[config.mk]
export PLATFORM = sky130hd
export DESIGN_NAME = fetch_pc_unit_flat
export DESIGN_NICKNAME = d
export VERILOG_FILES = /design/src/rtl/fetch_pc_unit_if.sv /design/src/rtl/fetch_pc_unit.sv /design/src/flat_wrapper.sv
export SDC_FILE = /design/constraint.sdc
export NUM_CORES = 1
export LEC_CHECK = 0
export BUFFER_PORTS_ARGS = -buffer_cell sky130_fd_sc_hd__buf_2
export CAP_MARGIN = 15
export CORE_MARGIN = 2
export CORE_UTILIZATION = 50
export CTS_CLUSTER_SIZE = 20
export DETAILED_ROUTE_END_ITERATION = 16
export PLACE_DENSITY = 0.71
export SETUP_SLACK_MARGIN = 0.05
export SYNTH_ARGS = -nofsm -noshare
export SYNTH_HDL_FRONTEND = slang
export SYNTH_SLANG_ARGS = --single-unit
[constraint.sdc]
create_clock -name clk -period 10.84 [get_ports clk]
set_input_delay 2.168 -clock clk [delete_from_list [all_inputs] [get_ports clk]]
set_output_delay 2.168 -clock clk [all_outputs]
set_load 0.02 [all_outputs]
[src/rtl/fetch_pc_unit_if.sv]
// Bus bundle for the fetch PC unit: redirect input, instruction-memory
// request/response channels, decode-side output queue and debug state.
//
// Handshake rules (all channels): a transfer happens on a rising clock edge
// where both valid and ready are high. The request side holds valid and addr
// stable until accepted (unless redirected); the response channel has no
// ready and delivers exactly one beat per accepted request, at least one cycle
// later; the decode side pops the head whenever out_valid && out_ready.
interface fetch_pc_unit_if #(
  parameter int XLEN = 64,
  parameter int ILEN = 32
);
  logic            redirect_valid;
  logic [XLEN-1:0] redirect_pc;
  logic            imem_req_valid;
  logic            imem_req_ready;
  logic [XLEN-1:0] imem_req_addr;
  logic            imem_resp_valid;
  logic [ILEN-1:0] imem_resp_data;
  logic            out_valid;
  logic            out_ready;
  logic [ILEN-1:0] out_instr;
  logic [XLEN-1:0] out_pc;
  logic [XLEN-1:0] out_npc;
  logic            fetch_busy;
  // FSM state for checkers: 0 IDLE, 1 REQ, 2 WAIT, 3 DROP
  logic [1:0]      fsm_state;

  // Fetch unit side
  modport master (
    input  redirect_valid, redirect_pc, imem_req_ready, imem_resp_valid,
           imem_resp_data, out_ready,
    output imem_req_valid, imem_req_addr, out_valid, out_instr, out_pc,
           out_npc, fetch_busy, fsm_state
  );

  // Environment side (memory, execute, decode)
  modport slave (
    output redirect_valid, redirect_pc, imem_req_ready, imem_resp_valid,
           imem_resp_data, out_ready,
    input  imem_req_valid, imem_req_addr, out_valid, out_instr, out_pc,
           out_npc, fetch_busy, fsm_state
  );
endinterface

[src/rtl/fetch_pc_unit.sv]
// Instruction-fetch front end: holds the fetch PC, issues one outstanding
// read at a time to instruction memory, and queues returned words tagged
// with PC / next-PC for decode. A redirect reloads the PC, flushes the queue
// and discards whatever response is still in flight.
module fetch_pc_unit #(
  parameter int              XLEN        = 64,
  parameter int              INSTR_BYTES = 4,
  parameter int              ILEN        = 32,
  parameter logic [XLEN-1:0] RESET_PC    = 64'h0,
  parameter int              FIFO_DEPTH  = 4
) (
  input logic             clk,
  input logic             reset,
  fetch_pc_unit_if.master bus
);

  localparam int PW = $clog2(FIFO_DEPTH);
  localparam int CW = PW + 1;
  localparam logic [CW-1:0]   DEPTH_C = CW'(FIFO_DEPTH);
  localparam logic [XLEN-1:0] INC     = XLEN'(INSTR_BYTES);

  typedef enum logic [1:0] {
    IDLE = 2'd0,
    REQ  = 2'd1,
    WAIT = 2'd2,
    DROP = 2'd3
  } state_t;

  state_t          state;
  logic [XLEN-1:0] fetch_pc;
  logic [XLEN-1:0] req_pc_q;

  logic [PW-1:0]   wr_ptr;
  logic [PW-1:0]   rd_ptr;
  logic [CW-1:0]   count;
  logic [CW-1:0]   count_next;

  logic [ILEN-1:0] instr_mem [FIFO_DEPTH];
  logic [XLEN-1:0] pc_mem    [FIFO_DEPTH];
  logic [XLEN-1:0] npc_mem   [FIFO_DEPTH];

  logic            not_empty;
  logic            push;
  logic            pop;

  // A redirect kills any same-cycle push or pop: the queue is flushed anyway
  assign not_empty = (count != '0);
  assign push      = (state == WAIT) && bus.imem_resp_valid && !bus.redirect_valid;
  assign pop       = not_empty && bus.out_ready && !bus.redirect_valid;

  // Occupancy after this edge; WAIT uses it to decide whether to fetch again
  always_comb begin
    count_next = count;
    if (push && !pop) begin
      count_next = count + CW'(1);
    end else if (pop && !push) begin
      count_next = count - CW'(1);
    end
  end

  // Fetch FSM and PC; redirect overrides every other transition
  always_ff @(posedge clk or posedge reset) begin
    if (reset) begin
      state    <= IDLE;
      fetch_pc <= RESET_PC;
      req_pc_q <= '0;
    end else if (bus.redirect_valid) begin
      // PC is not incremented even if a request is accepted this cycle
      fetch_pc <= bus.redirect_pc;
      case (state)
        IDLE:    state <= REQ;
        REQ:     state <= bus.imem_req_ready ? DROP : REQ;
        WAIT:    state <= bus.imem_resp_valid ? REQ : DROP;
        DROP:    state <= bus.imem_resp_valid ? REQ : DROP;
        default: state <= IDLE;
      endcase
    end else begin
      case (state)
        IDLE: begin
          if (count < DEPTH_C) begin
            state <= REQ;
          end
        end
        REQ: begin
          if (bus.imem_req_ready) begin
            req_pc_q <= fetch_pc;
            fetch_pc <= fetch_pc + INC;
            state    <= WAIT;
          end
        end
        WAIT: begin
          if (bus.imem_resp_valid) begin
            state <= (count_next < DEPTH_C) ? REQ : IDLE;
          end
        end
        DROP: begin
          if (bus.imem_resp_valid) begin
            state <= REQ;
          end
        end
        default: state <= IDLE;
      endcase
    end
  end

  // Queue pointers and occupancy; redirect empties the queue
  always_ff @(posedge clk or posedge reset) begin
    if (reset) begin
      wr_ptr <= '0;
      rd_ptr <= '0;
      count  <= '0;
    end else if (bus.redirect_valid) begin
      wr_ptr <= '0;
      rd_ptr <= '0;
      count  <= '0;
    end else begin
      if (push) begin
        wr_ptr <= wr_ptr + PW'(1);
      end
      if (pop) begin
        rd_ptr <= rd_ptr + PW'(1);
      end
      count <= count_next;
    end
  end

  // Queue storage; contents are only visible through the head mux below
  always_ff @(posedge clk) begin
    if (push) begin
      instr_mem[wr_ptr] <= bus.imem_resp_data;
      pc_mem[wr_ptr]    <= req_pc_q;
      npc_mem[wr_ptr]   <= req_pc_q + INC;
    end
  end

  assign bus.imem_req_valid = (state == REQ);
  assign bus.imem_req_addr  = fetch_pc;
  assign bus.fetch_busy     = (state == WAIT) || (state == DROP);
  assign bus.fsm_state      = state;

  assign bus.out_valid = not_empty;
  assign bus.out_instr = not_empty ? instr_mem[rd_ptr] : '0;
  assign bus.out_pc    = not_empty ? pc_mem[rd_ptr]    : '0;
  assign bus.out_npc   = not_empty ? npc_mem[rd_ptr]   : '0;

endmodule

[src/flat_wrapper.sv]
// flat-port wrapper written by rule: the top's interface ports become plain ports
module fetch_pc_unit_flat 
#(
  parameter int              XLEN        = 64,
  parameter int              INSTR_BYTES = 4,
  parameter int              ILEN        = 32,
  parameter logic [XLEN-1:0] RESET_PC    = 64'h0,
  parameter int              FIFO_DEPTH  = 4
)
  (clk, reset, bus_redirect_valid, bus_redirect_pc, bus_imem_req_ready, bus_imem_resp_valid, bus_imem_resp_data, bus_out_ready, bus_imem_req_valid, bus_imem_req_addr, bus_out_valid, bus_out_instr, bus_out_pc, bus_out_npc, bus_fetch_busy, bus_fsm_state);
  fetch_pc_unit_if #(.XLEN(XLEN), .ILEN(ILEN)) bus_i ();
  input logic clk;
  input logic reset;
  input wire logic [$bits(bus_i.redirect_valid)-1:0] bus_redirect_valid;
  input wire logic [$bits(bus_i.redirect_pc)-1:0] bus_redirect_pc;
  input wire logic [$bits(bus_i.imem_req_ready)-1:0] bus_imem_req_ready;
  input wire logic [$bits(bus_i.imem_resp_valid)-1:0] bus_imem_resp_valid;
  input wire logic [$bits(bus_i.imem_resp_data)-1:0] bus_imem_resp_data;
  input wire logic [$bits(bus_i.out_ready)-1:0] bus_out_ready;
  output wire logic [$bits(bus_i.imem_req_valid)-1:0] bus_imem_req_valid;
  output wire logic [$bits(bus_i.imem_req_addr)-1:0] bus_imem_req_addr;
  output wire logic [$bits(bus_i.out_valid)-1:0] bus_out_valid;
  output wire logic [$bits(bus_i.out_instr)-1:0] bus_out_instr;
  output wire logic [$bits(bus_i.out_pc)-1:0] bus_out_pc;
  output wire logic [$bits(bus_i.out_npc)-1:0] bus_out_npc;
  output wire logic [$bits(bus_i.fetch_busy)-1:0] bus_fetch_busy;
  output wire logic [$bits(bus_i.fsm_state)-1:0] bus_fsm_state;
  assign bus_i.redirect_valid = bus_redirect_valid;
  assign bus_i.redirect_pc = bus_redirect_pc;
  assign bus_i.imem_req_ready = bus_imem_req_ready;
  assign bus_i.imem_resp_valid = bus_imem_resp_valid;
  assign bus_i.imem_resp_data = bus_imem_resp_data;
  assign bus_i.out_ready = bus_out_ready;
  assign bus_imem_req_valid = bus_i.imem_req_valid;
  assign bus_imem_req_addr = bus_i.imem_req_addr;
  assign bus_out_valid = bus_i.out_valid;
  assign bus_out_instr = bus_i.out_instr;
  assign bus_out_pc = bus_i.out_pc;
  assign bus_out_npc = bus_i.out_npc;
  assign bus_fetch_busy = bus_i.fetch_busy;
  assign bus_fsm_state = bus_i.fsm_state;
  fetch_pc_unit #(.XLEN(XLEN), .INSTR_BYTES(INSTR_BYTES), .ILEN(ILEN), .RESET_PC(RESET_PC), .FIFO_DEPTH(FIFO_DEPTH)) u_core (.clk(clk), .reset(reset), .bus(bus_i));
endmodule
# Yosys cells after proc, flatten, opt, wreduce, memory -nomap -nowiden
# Memory sizes are Yosys's and may differ from the RTL's.
# Index checks and enable logic that the tools add are counted.
[word_totals]
ff_bits = 137
latchBits = 0
ramBits = 640
romBits = 0
input_bits = 102
wordCells = 70
n_memories = 3
[classes]
add_sub_neg = 6
multipliers = 0
div_mod_pow = 0
order_cmp = 2
n_eq_ne = 7
shift = 0
n_mux = 25
bitwise = 1
n_reduce_logical = 20
[mem_list]
columns = ["memory", "words", "width", "rd", "rd_ports_with_merged_regs", "write_ports", "line_no", "source"]
rows = [
  ["u_core.npc_mem", 4, 64, 1, 0, 1, "fetch_pc_unit.sv:40", "logic [XLEN-1:0] npc_mem [FIFO_DEPTH];"],
  ["u_core.pc_mem", 4, 64, 1, 0, 1, "fetch_pc_unit.sv:39", "logic [XLEN-1:0] pc_mem [FIFO_DEPTH];"],
  ["u_core.instr_mem", 4, 32, 1, 0, 1, "fetch_pc_unit.sv:38", "logic [ILEN-1:0] instr_mem [FIFO_DEPTH];"],
]
[ops]
columns = ["operator", "n"]
rows = [
  ["64-bit 2-to-1 mux", 5],
  ["64-bit by 3-bit adder with 64-bit output (second input constant)", 2],
  ["32-bit 2-to-1 mux", 1],
  ["2-bit 2-to-1 mux", 11],
  ["3-bit 2-to-1 mux", 3],
  ["3-bit inequality test (second input constant)", 3],
  ["2-bit case mux with 4 select lines", 1],
  ["2-bit nonzero test", 4],
  ["1-bit logical AND", 6],
  ["3-bit less-than comparator (second input constant)", 2],
  ["2-bit case mux with 3 select lines", 1],
  ["2-bit by 1-bit adder with 2-bit output (second input constant)", 2],
  ["2-bit == test (second input constant)", 2],
  ["4-bit AND reduction", 1],
  ["3-bit by 1-bit adder with 3-bit output (second input constant)", 1],
  ["1-bit logical NOT", 3],
  ["1-bit 2-to-1 mux", 3],
  ["3-bit by 2-bit inequality test with 1-bit output (second input constant)", 1],
  ["3-bit AND reduction", 1],
  ["3-bit nonzero test", 1],
  ["3-bit by 1-bit subtractor with 3-bit output (second input constant)", 1],
  ["2-bit by 1-bit == test with 1-bit output (second input constant)", 1],
  ["2-bit logical NOT", 1],
  ["2-bit AND reduction", 1],
  ["3 further kinds", 3],
]

# Logic depth before layout (Yosys ltp)
# Gate-level depths: netlist (run 1).
[logic_depth]
depth_word = 12
mapped_depth = 8
mapped_depth_nobuf = 7

# Least setup slack after synthesis (run 1)
# OpenSTA, ideal clock, no wires.
[synth_path]
path_type = "input-to-reg"
start = "in bus_redirect_valid"
end = "mem u_core.instr_mem[1][0] (enable)"
setup_ns = 0.538
arrival_ns = 6.484
required_ns = 10.302
slack_ns = 3.819
cell_stages = 4
n_path_buf = 2
path_cell_list = "clkbuf_1 inv_1 clkbuf_1 and3_1"
[synth_via]
elab_chain_len = 4
[synth_rtl]
columns = ["item", "line_no", "source"]
rows = [
  ["from (decl)", "flat_wrapper.sv:14", "input wire logic [$bits(bus_i.redirect_valid)-1:0] bus_redirect_valid;"],
  ["1-bit logical NOT", "fetch_pc_unit.sv:48", "assign push = (state == WAIT) && bus.imem_resp_valid && !bus.redirect_valid;"],
  ["1-bit logical AND", "fetch_pc_unit.sv:48", ""],
  ["1-bit 2-to-1 mux", "fetch_pc_unit.sv:129", "if (push) begin"],
  ["1-bit 2-to-1 mux (not written as such)", "fetch_pc_unit.sv:130", "instr_mem[wr_ptr] <= bus.imem_resp_data;"],
  ["to (decl)", "fetch_pc_unit.sv:38", ""],
]
# Every way passes these cells.

# Final worst setup path (run 1)
[layout_path]
start = "reg u_core.rd_ptr[0]"
end = "out bus_out_pc[33]"
[layout_via]
elab_chain_len = 2
[layout_rtl]
columns = ["item", "line_no", "source"]
rows = [
  ["from (decl)", "fetch_pc_unit.sv:34", "logic [PW-1:0] rd_ptr;"],
  ["from (signal assigned)", "fetch_pc_unit.sv:121", "rd_ptr <= rd_ptr + PW'(1);"],
  ["memory read 4 x 64 bit", "-", ""],
  ["64-bit 2-to-1 mux", "fetch_pc_unit.sv:143", "assign bus.out_pc = not_empty ? pc_mem[rd_ptr] : '0;"],
  ["to (decl)", "flat_wrapper.sv:24", "output wire logic [$bits(bus_i.out_pc)-1:0] bus_out_pc;"],
]
# Every way passes these cells.

==> impl_metrics.json, run 1 <==
{
  "syn_nets": 1939,
  "cp_top_family": "buffers and inverters",
  "core_area_mm2": 0.0627,
  "cap_violations": 0,
  "tns_ns": 0,
  "routed_wirelength_mm": 76.2,
  "async_flop_share_pct": 17.8,
  "hold_path_class": "reg -> reg",
  "dp_hpwl_mm": 48.7,
  "cts_tree": "done",
  "synth.largest_area_cell": "edfxtp_1",
  "ys_types": 50,
  "grt_pass1_wl_mm": 115,
  "layout.nets": 2284,
  "status": "complete, no violations",
  "num_io_pins": 331,
  "ys_top_cells_by_area": "edfxtp_1 (60%), mux4_2 (11%), dfrtp_1 (11%)",
  "drive_gt1_share_pct": 31.7,
  "combPwrFrac_pct": 28.4,
  "clkTransAtPathRegs_ns": 0.06,
  "yosysWarnings": 0,
  "hold_viol_final": 0,
  "critPathSlowestCell": "dfrtp_4",
  "seqPwrFrac_pct": 43.1,
  "cp-end-kind": "output port",
  "fin_worst_skew_ns": 0.0183,
  "clock-root-buffer": "clkbuf_16",
  "grt_setup_unrepaired": "no",
  "fin_crit_sh_pct": 57.6,
  "ant_nets": 0,
  "antenna_found_initial": 14,
  "cts_resized": 0,
  "synthesis.instances": 1828,
  "num_rows": 92,
  "clock_latency_ns": 0.63,
  "start_kind": "flop",
  "leakagePower_nw": 12.9,
  "tightest_slew_ns": 1.13,
  "synth_commonest_cells": "edfxtp_1 (632), and2_1 (166), mux4_2 (158)",
  "drc": 0,
  "p_switching_mw": 3.12,
  "cts_sinks": 769,
  "grt_pass1_vias": 18100,
  "synth_top_area_share_pct": 60.1,
  "synth_edf_count": 632,
  "max-vdd-ir-drop_uv": 258,
  "cts_setup_buffers": 0,
  "cts_buffers": 80,
  "grt_overflow": 0,
  "place_congestion": 0.812,
  "grt_max_degree": 112,
  "synth_seq_cells": 769,
  "r2r_slack_ns": 7.53,
  "period_needed_ns": 6.25,
  "cp_common_cell": "buf_4",
  "start_util_pct": 50.3,
  "ys_seq_area_share_pct": 70.9,
  "fill_cells": 4714,
  "slew_headroom_pct": 24.3,
  "crit_required_ns": 8.67,
  "path_class": "reg -> out",
  "synthFlopType": "edfxtp_1",
  "clkPwrFrac_pct": 28.5,
  "io_buffers": 330,
  "grt_util_all_layers_pct": 23.4,
  "fp.dieArea_mm2": 0.0652,
  "setup_viol": 0,
  "fin_util_pct": 58.5,
  "die_y_um": 255,
  "power_density_mw_per_mm2": 254,
  "yosysMostFrequentCell": "edfxtp_1",
  "cts_max_level": 3,
  "dr.pass1.iters": 5,
  "arrival_ns": 4.08,
  "first_iter_violations": 1821,
  "slew_violations": 0,
  "vias": 17800,
  "postCtsHoldBufs": 0,
  "syn_area_mm2": 0.0316,
  "wire_per_inst_um": 24.7,
  "switching_share_pct": 33.5,
  "fmax_mhz": 160,
  "area_delta_synth_final_pct": 16.2,
  "cp_num_buf_inv": 3,
  "crit_chain": "buf_4, buf_4, mux4_2, and2_1, buf_2",
  "multi_input_area_mm2": 0.00876,
  "dieWidth_um": 255,
  "syn_avg_cell_area_um2": 17.3,
  "worstPathMaxFanout": 45,
  "internal-power_mw": 6.18,
  "clock_tree.buffer_depth": 3,
  "max_stage_delay_ns": 0.94,
  "final-seq-area_mm2": 0.0224,
  "via_per_inst": 5.78
}
[worst paths after layout]
kind | end | depth (start not counted) | from
worst max-delay path | bus_out_pc[33] | 5 | u_core.rd_ptr[0]
worst min register to register | u_core.pc_mem[3][0] | 0 | u_core.req_pc_q[0]
worst min-delay path | u_core.pc_mem[3][0] | 0 | u_core.req_pc_q[0]
worst max register to register | u_core.req_pc_q[9] | 4 | u_core.bus.fsm_state[1]
max in group asynchronous | u_core.bus.imem_req_addr[57] | 3 | reset
min in group asynchronous | u_core.bus.imem_req_addr[1] | 2 | reset
[power by group through the flow]
stage	clock (mW)	sequential, mW	combinational [mW]
after detailed placement	0	4.06	2.69
final	2.65	4.01	2.65
after floorplan	0	3.91	1.83
after global placement	0	4.04	2.65
after CTS	2.69	4.00	2.70
after global routing	2.81	4.05	2.84
[worst register-to-register path, stage by stage (launching register included)]
cell	delay, ns
dfrtp_1	0.53
nand3b_1	0.61
nor2_4	1.00
buf_4	0.62
mux2_2	0.44
[per-stage QoR]
step           worst slack, ns  cells  hold WS (ns)  area (um^2)  total power, mW
2_1_floorplan             3.82   1828         0.472        31600             5.74
3_3_place_gp              5.10   2937         0.484        34200             6.69
3_5_place_dp              5.11   2937         0.505        34200             6.75
4_1_cts                   4.42   3084         0.518        36700             9.39
5_1_grt                   4.20   3089         0.542        36700             9.69
6_report                  4.59   3090         0.528        36700             9.30
[state kept, by name (all words and copies together) (netlist names)]
register,flops
u_core.npc_mem,254
u_core.instr_mem,128
u_core.wr_ptr,2
u_core.bus.fsm_state,2
u_core.pc_mem,250
u_core.count,3
u_core.rd_ptr,2
u_core.bus.imem_req_addr,64
u_core.req_pc_q,64
[routing by layer]
layer  global-route usage (%)  share of wire [%]
met5                        0               0.10
met3                     5.08                6.9
met1                     32.2                 41
met4                     8.59                3.2
met2                     37.0                 49
[logic make-up (layout without fill, tap and decap cells)]
kind of cell / count (synthesis) / count (layout) / synth area share (%)
buffers and inverters: 113 / 523 / 1.43
other: 0 / 6 / 0
and+or+nand+nor: 515 / 515 / 9.17
muxes: 217 / 217 / 13.4
adders and majority gates: 9 / 9 / 0.357
DFF: 769 / 769 / 70.9
xor gates and xnor gates: 105 / 105 / 2.91
AOI/OAI and AO/OA: 100 / 100 / 1.81
[layout make-up]
cell class	instances	area share, %
timing repair buffer	354	5.00
clock buffer	103	5.86
antenna	6	0.0409
tap	846	2.89
sequential	769	61.1
multi-input combinational	946	23.9
inverter	22	0.239
clock inverter	44	1.00
[placed cells by master (no fill, tap or decap), types with 3 or more instances in the layout]
cell type	count
edfxtp_1	632
buf_2	329
and2_1	166
mux4_2	158
dfrtp_1	135
nand2_1	95
clkbuf_16	81
xor2_1	67
o21ai_0	60
mux2_2	58
nor2_1	52
nand3_1	48
nand4_1	47
xnor2_1	38
buf_4	25
inv_1	21
nor4_1	20
a31oi_1	18
clkbuf_1	18
clkinv_2	16
nor3_1	15
and3_1	13
or4_1	12
or3_1	12
clkinv_1	12
and4_1	9
ha_1	9
o31ai_1	8
diode_2	6
inv_6	6
a21oi_1	5
bufinv_16	5
and3_4	4
clkbuf_8	4
clkinv_4	3
clkinvlp_4	3
Power figures use the tool's default switching activity.
==> run 2: changes to the inputs <==
==> constraint.sdc (replaced) <==
create_clock -name clk -period 5.9 [get_ports clk]
set_input_delay 1.18 -clock clk [delete_from_list [all_inputs] [get_ports clk]]
set_output_delay 1.18 -clock clk [all_outputs]
set_load 0.02 [all_outputs]
==> impl_metrics.json, run 2 (same netlist as run 1, synthesis figures left out) <==
{
  "status": "complete, no violations",
  "drc": 0,
  "highest_layer": "met5",
  "slew_headroom_pct": 24.7,
  "r2r_slack_ns": 2.71,
  "num_io_pins": 331,
  "leakagePower_nw": 12.9,
  "grt_util_all_layers_pct": 23.3,
  "slew_violations": 0,
  "grt_pass1_wl_mm": 115,
  "largestRegisters": "u_core.npc_mem (254), u_core.pc_mem (250), u_core.instr_mem (128)",
  "dr.pass1.iters": 5,
  "fin_crit_sh_pct": 71.2,
  "r2r-end": "u_core.bus.imem_req_addr[63]",
  "setup_viol": 0,
  "fin_util_pct": 58.6,
  "power_density_mw_per_mm2": 465,
  "wire_per_inst_um": 24.6,
  "cap_violations": 0,
  "wl_met2_mm": 36.8,
  "r2r_cells": 5,
  "path_class": "reg -> out",
  "crit_chain": "buf_12, mux4_2, and2_1, buf_2",
  "start_util_pct": 50.3,
  "tightest_slew_ns": 1.12,
  "first_iter_violations": 1604,
  "fmax_mhz": 238,
  "period_needed_ns": 4.20,
  "vias": 18000,
  "max_stage_delay_ns": 0.77,
  "final_common_cell": "edfxtp_1",
  "place_congestion": 0.818,
  "hold_ws_ns": 0.528,
  "clock-root-buffer": "clkbuf_16",
  "wl_met1_mm": 31.4,
  "top_register": "u_core.npc_mem",
  "antenna_found_initial": 4,
  "cts_sinks": 769,
  "cp-end-kind": "output port",
  "grt_pass1_vias": 18200,
  "dp_hpwl_mm": 47.4,
  "io_buffers": 330,
  "clock_latency_ns": 0.63,
  "grt_max_degree": 103,
  "worstPathMaxFanout": 75,
  "crit_required_ns": 4.72,
  "cp-endpoint": "bus_out_npc[46]",
  "die_y_um": 255,
  "tns_ns": 0,
  "cts_buffers": 79,
  "hold_path_class": "reg -> reg",
  "dpl.cell_count": 2936,
  "cts_resized": 0,
  "arrival_ns": 3.02,
  "clkTransAtPathRegs_ns": 0.06,
  "postCtsHoldBufs": 0,
  "hp-start": "u_core.req_pc_q[62]",
  "cp.depth": 4,
  "num_rows": 92,
  "clock_tree.buffer_depth": 3,
  "cts_setup_buffers": 0,
  "ant_nets": 0,
  "crit_start": "u_core.rd_ptr[0]",
  "largest_reg_flops": 254,
  "power.total_mw": 17.1,
  "cts_tree": "done",
  "r2r_start": "u_core.bus.imem_req_addr[7]",
  "dieWidth_um": 255,
  "grt_setup_unrepaired": "no",
  "area_delta_synth_final_pct": 16.4,
  "cp_num_buf_inv": 2,
  "core_area_mm2": 0.0627,
  "start_kind": "flop",
  "critPathSlowestCell": "dfrtp_4",
  "drive_gt1_share_pct": 31.4,
  "layout.nets": 2282,
  "routed_wirelength_mm": 75.8,
  "wl_met3_mm": 5.53,
  "fin_cells": 3086,
  "via_per_inst": 5.83,
  "hold_viol_final": 0,
  "grt_overflow": 0,
  "cp_top_family": "flip-flops",
  "final_cell_mix": "edfxtp_1 (632), buf_2 (329), and2_1 (166)",
  "max-vdd-ir-drop_uv": 339,
  "fin_worst_skew_ns": 0.0207,
  "fp.dieArea_mm2": 0.0652,
  "cts_max_level": 3
}
-- run 2: cell count changes in the layout (fill, tap and decap cells not counted), moves of 2 or more --
cell / before / now
buf_4: 25 / 15
buf_12: 0 / 9
clkbuf_1: 18 / 26
clkbuf_8: 4 / 7
clkinv_4: 3 / 0
clkinvlp_4: 3 / 0
diode_2: 6 / 3
inv_6: 6 / 3
bufinv_16: 5 / 3
clkbuf_16: 81 / 83
clkinv_1: 12 / 10
-- run 2: through the flow --
step	worst slack (ns)	cell area, um^2
global placement	2.28	34300
CTS	1.59	36800
detailed placement	2.28	34300
finish	1.70	36800
floorplan	1.05	31600
global route	1.51	36800
-- run 2: where the power goes --
| part | total (mW) | switching [mW] | internal, mW |
|---|---|---|---|
| clock | 4.84 | 2.03 | 2.80 |
| combinational | 4.93 | 3.01 | 1.92 |
| sequential | 7.33 | 0.664 | 6.66 |
| total | 17.1 | 5.71 | 11.4 |
-- run 2: worst min path at each step --
stage | cells after the start | end
floorplan | 0 | u_core.npc_mem[0][0]
global placement | 0 | u_core.npc_mem[2][0]
detailed placement | 0 | u_core.pc_mem[1][61]
CTS | 0 | u_core.pc_mem[2][61]
global route | 0 | u_core.pc_mem[2][61]
finish | 0 | u_core.pc_mem[2][62]
-- run 2: cell type report --
cell class                 instances  area, um^2
timing repair buffer             353        1940
multi-input combinational        946        8760
fill                            4767       26000
clock buffer                     116        2270
antenna                            3        7.51
tap                              846        1060
inverter                          22        87.6
sequential                       769       22400
clock inverter                    31         236
-- run 2: layer usage --
| metal | global-route usage [%] | up-vias |
|---|---|---|
| met2 | 36.9 | 736 |
| li1 | - | 7807 |
| met1 | 32.8 | 9308 |
| met5 | 0 | - |
| met4 | 8.07 | 6 |
| met3 | 4.34 | 141 |
==> run 3: changes to the inputs <==
--- a/config.mk
+++ b/config.mk
@@ -11,7 +11,7 @@
 export CORE_UTILIZATION = 50
 export CTS_CLUSTER_SIZE = 20
 export DETAILED_ROUTE_END_ITERATION = 16
-export PLACE_DENSITY = 0.71
+export PLACE_DENSITY = 0.74
 export SETUP_SLACK_MARGIN = 0.05
 export SYNTH_ARGS = -nofsm -noshare
 export SYNTH_HDL_FRONTEND = slang
==> constraint.sdc (replaced) <==
create_clock -name clk -period 3.5 [get_ports clk]
set_input_delay 0.7 -clock clk [delete_from_list [all_inputs] [get_ports clk]]
set_output_delay 0.7 -clock clk [all_outputs]
set_load 0.02 [all_outputs]
==> impl_metrics.json, run 3 (same netlist as run 1, synthesis figures left out) <==
{
  "status": "complete, no violations",
  "r2r_start": "u_core.req_pc_q[5]",
  "cts_resized": 0,
  "tightest_slew_ns": 1.12,
  "dp_hpwl_mm": 48.6,
  "num_rows": 92,
  "r2r-end": "u_core.npc_mem[1][48]",
  "worstPathMaxFanout": 106,
  "wire_per_inst_um": 24.7,
  "grt_pass1_wl_mm": 116,
  "hold_viol_final": 0,
  "period_needed_ns": 3.23,
  "setup_viol": 0,
  "cp-end-kind": "output port",
  "grt_max_degree": 138,
  "dr.pass1.iters": 5,
  "place_congestion": 0.846,
  "max-vdd-ir-drop_uv": 445,
  "crit_required_ns": 2.80,
  "fin_worst_skew_ns": 0.0264,
  "layout.nets": 2311,
  "drive_gt1_share_pct": 32.7,
  "area_delta_synth_final_pct": 17.9,
  "cts_sinks": 769,
  "power_density_mw_per_mm2": 789,
  "grt_util_all_layers_pct": 23.6,
  "fp.dieArea_mm2": 0.0652,
  "slew_violations": 0,
  "largest_reg_flops": 254,
  "top_register": "u_core.npc_mem",
  "io_buffers": 330,
  "fill_cells": 4638,
  "grt_overflow": 0,
  "start_util_pct": 50.3,
  "design_area_mm2": 0.0372,
  "largestRegisters": "u_core.npc_mem (254), u_core.pc_mem (250), u_core.instr_mem (128)",
  "grt_setup_unrepaired": "no",
  "hold_path_class": "in -> async",
  "grt_pass1_vias": 18800,
  "clkTransAtPathRegs_ns": 0.06,
  "arrival_ns": 2.53,
  "vias": 18300,
  "antenna_found_initial": 4,
  "die_y_um": 255,
  "fmax_mhz": 310,
  "antenna_cells": 0,
  "final-seq-area_mm2": 0.0224,
  "clock-root-buffer": "clkbuf_16",
  "multi_input_area_mm2": 0.00877,
  "final_cell_mix": "edfxtp_1 (632), buf_2 (329), and2_1 (166)",
  "core_area_mm2": 0.0627,
  "cts_tree": "done",
  "r2r_cells": 5,
  "cap_violations": 0,
  "final_common_cell": "edfxtp_1",
  "r2r_slack_ns": 0.51,
  "place_area_mm2": 0.0346,
  "cts_max_level": 3,
  "slew_headroom_pct": 25.6,
  "hold_ws_ns": 0.218,
  "via_per_inst": 5.87,
  "drc": 0,
  "start_kind": "flop",
  "cts_buffers": 77,
  "routed_wirelength_mm": 76.8,
  "path_class": "reg -> out",
  "first_iter_violations": 1585,
  "ant_nets": 0,
  "clock_latency_ns": 0.62,
  "dieWidth_um": 255,
  "leakagePower_nw": 13.1,
  "clock_tree.buffer_depth": 3,
  "num_io_pins": 331,
  "fin_crit_sh_pct": 92.2
}
run 3: cell count changes in the layout (fill, tap and decap cells not counted), moves of 4 or more:
cell / before / now
buf_12: 9 / 19
buf_4: 15 / 35
bufinv_16: 3 / 10
clkbuf_1: 26 / 20
clkbuf_8: 7 / 3
clkinv_1: 10 / 6
clkinv_2: 15 / 19
run 3: timing repair:
item                       4_1_cts  5_1_grt
setup endpoints to repair        0       22
buffers inserted                 0        2
hold buffers                     0        0
run 3: stage by stage:
stage	power, mW	TNS, ns	cells	setup slack (ns)	util [%]
after global routing	30.6	0	3111	0.169	59.3
after global placement	20.9	0	2964	0.671	55.1
after floorplan	17.8	-134.33	1828	-0.214	-
after detailed placement	21.1	0	2964	0.532	55.1
after CTS	29.6	0	3108	0.0797	59.3
final	29.4	0	3111	0.271	59.3
run 3: routing by layer:
metal,wire (um),share of wire (%),global-route usage (%),vias up
li1,-,-,-,7860
met1,30700,40,32.1,9469
met2,38200,50,38.1,772
met3,5100,6.6,4.08,156
met4,2830,3.7,9.72,6
met5,40,0.052,0,-
run 3: worst max path at each step:
stage | startpoint | to | slack [ns]
2_1_floorplan | bus_redirect_valid | u_core.instr_mem[0][0] | -0.21
3_3_place_gp | u_core.req_pc_q[5] | u_core.npc_mem[0][63] | 0.67
3_5_place_dp | u_core.req_pc_q[5] | u_core.npc_mem[0][63] | 0.53
4_1_cts | u_core.rd_ptr[0] | bus_out_pc[43] | 0.08
5_1_grt | u_core.count[0] | bus_out_npc[0] | 0.17
6_report | u_core.rd_ptr[1] | bus_out_npc[31] | 0.27
run 3: critical path: stages (launching register included):
cell,delay (ns)
dfrtp_4,0.44
buf_12,0.38
mux4_2,0.48
and2_1,0.19
buf_2,0.15
run 3: cell type report:
cell class | count | share of cell area, %
clock buffer | 104 | 5.76
clock inverter | 40 | 1.27
inverter | 22 | 0.232
multi-input combinational | 947 | 23.5
sequential | 769 | 60.2
tap | 846 | 2.84
timing repair buffer | 383 | 6.15
run 3: report_power, final:
group | switching (mW) | leakage [nW] | internal, mW
Sequential | 1.08 | 7.34 | 11.2
Combinational | 5.23 | 4.48 | 3.39
Clock | 3.41 | 1.29 | 5.06
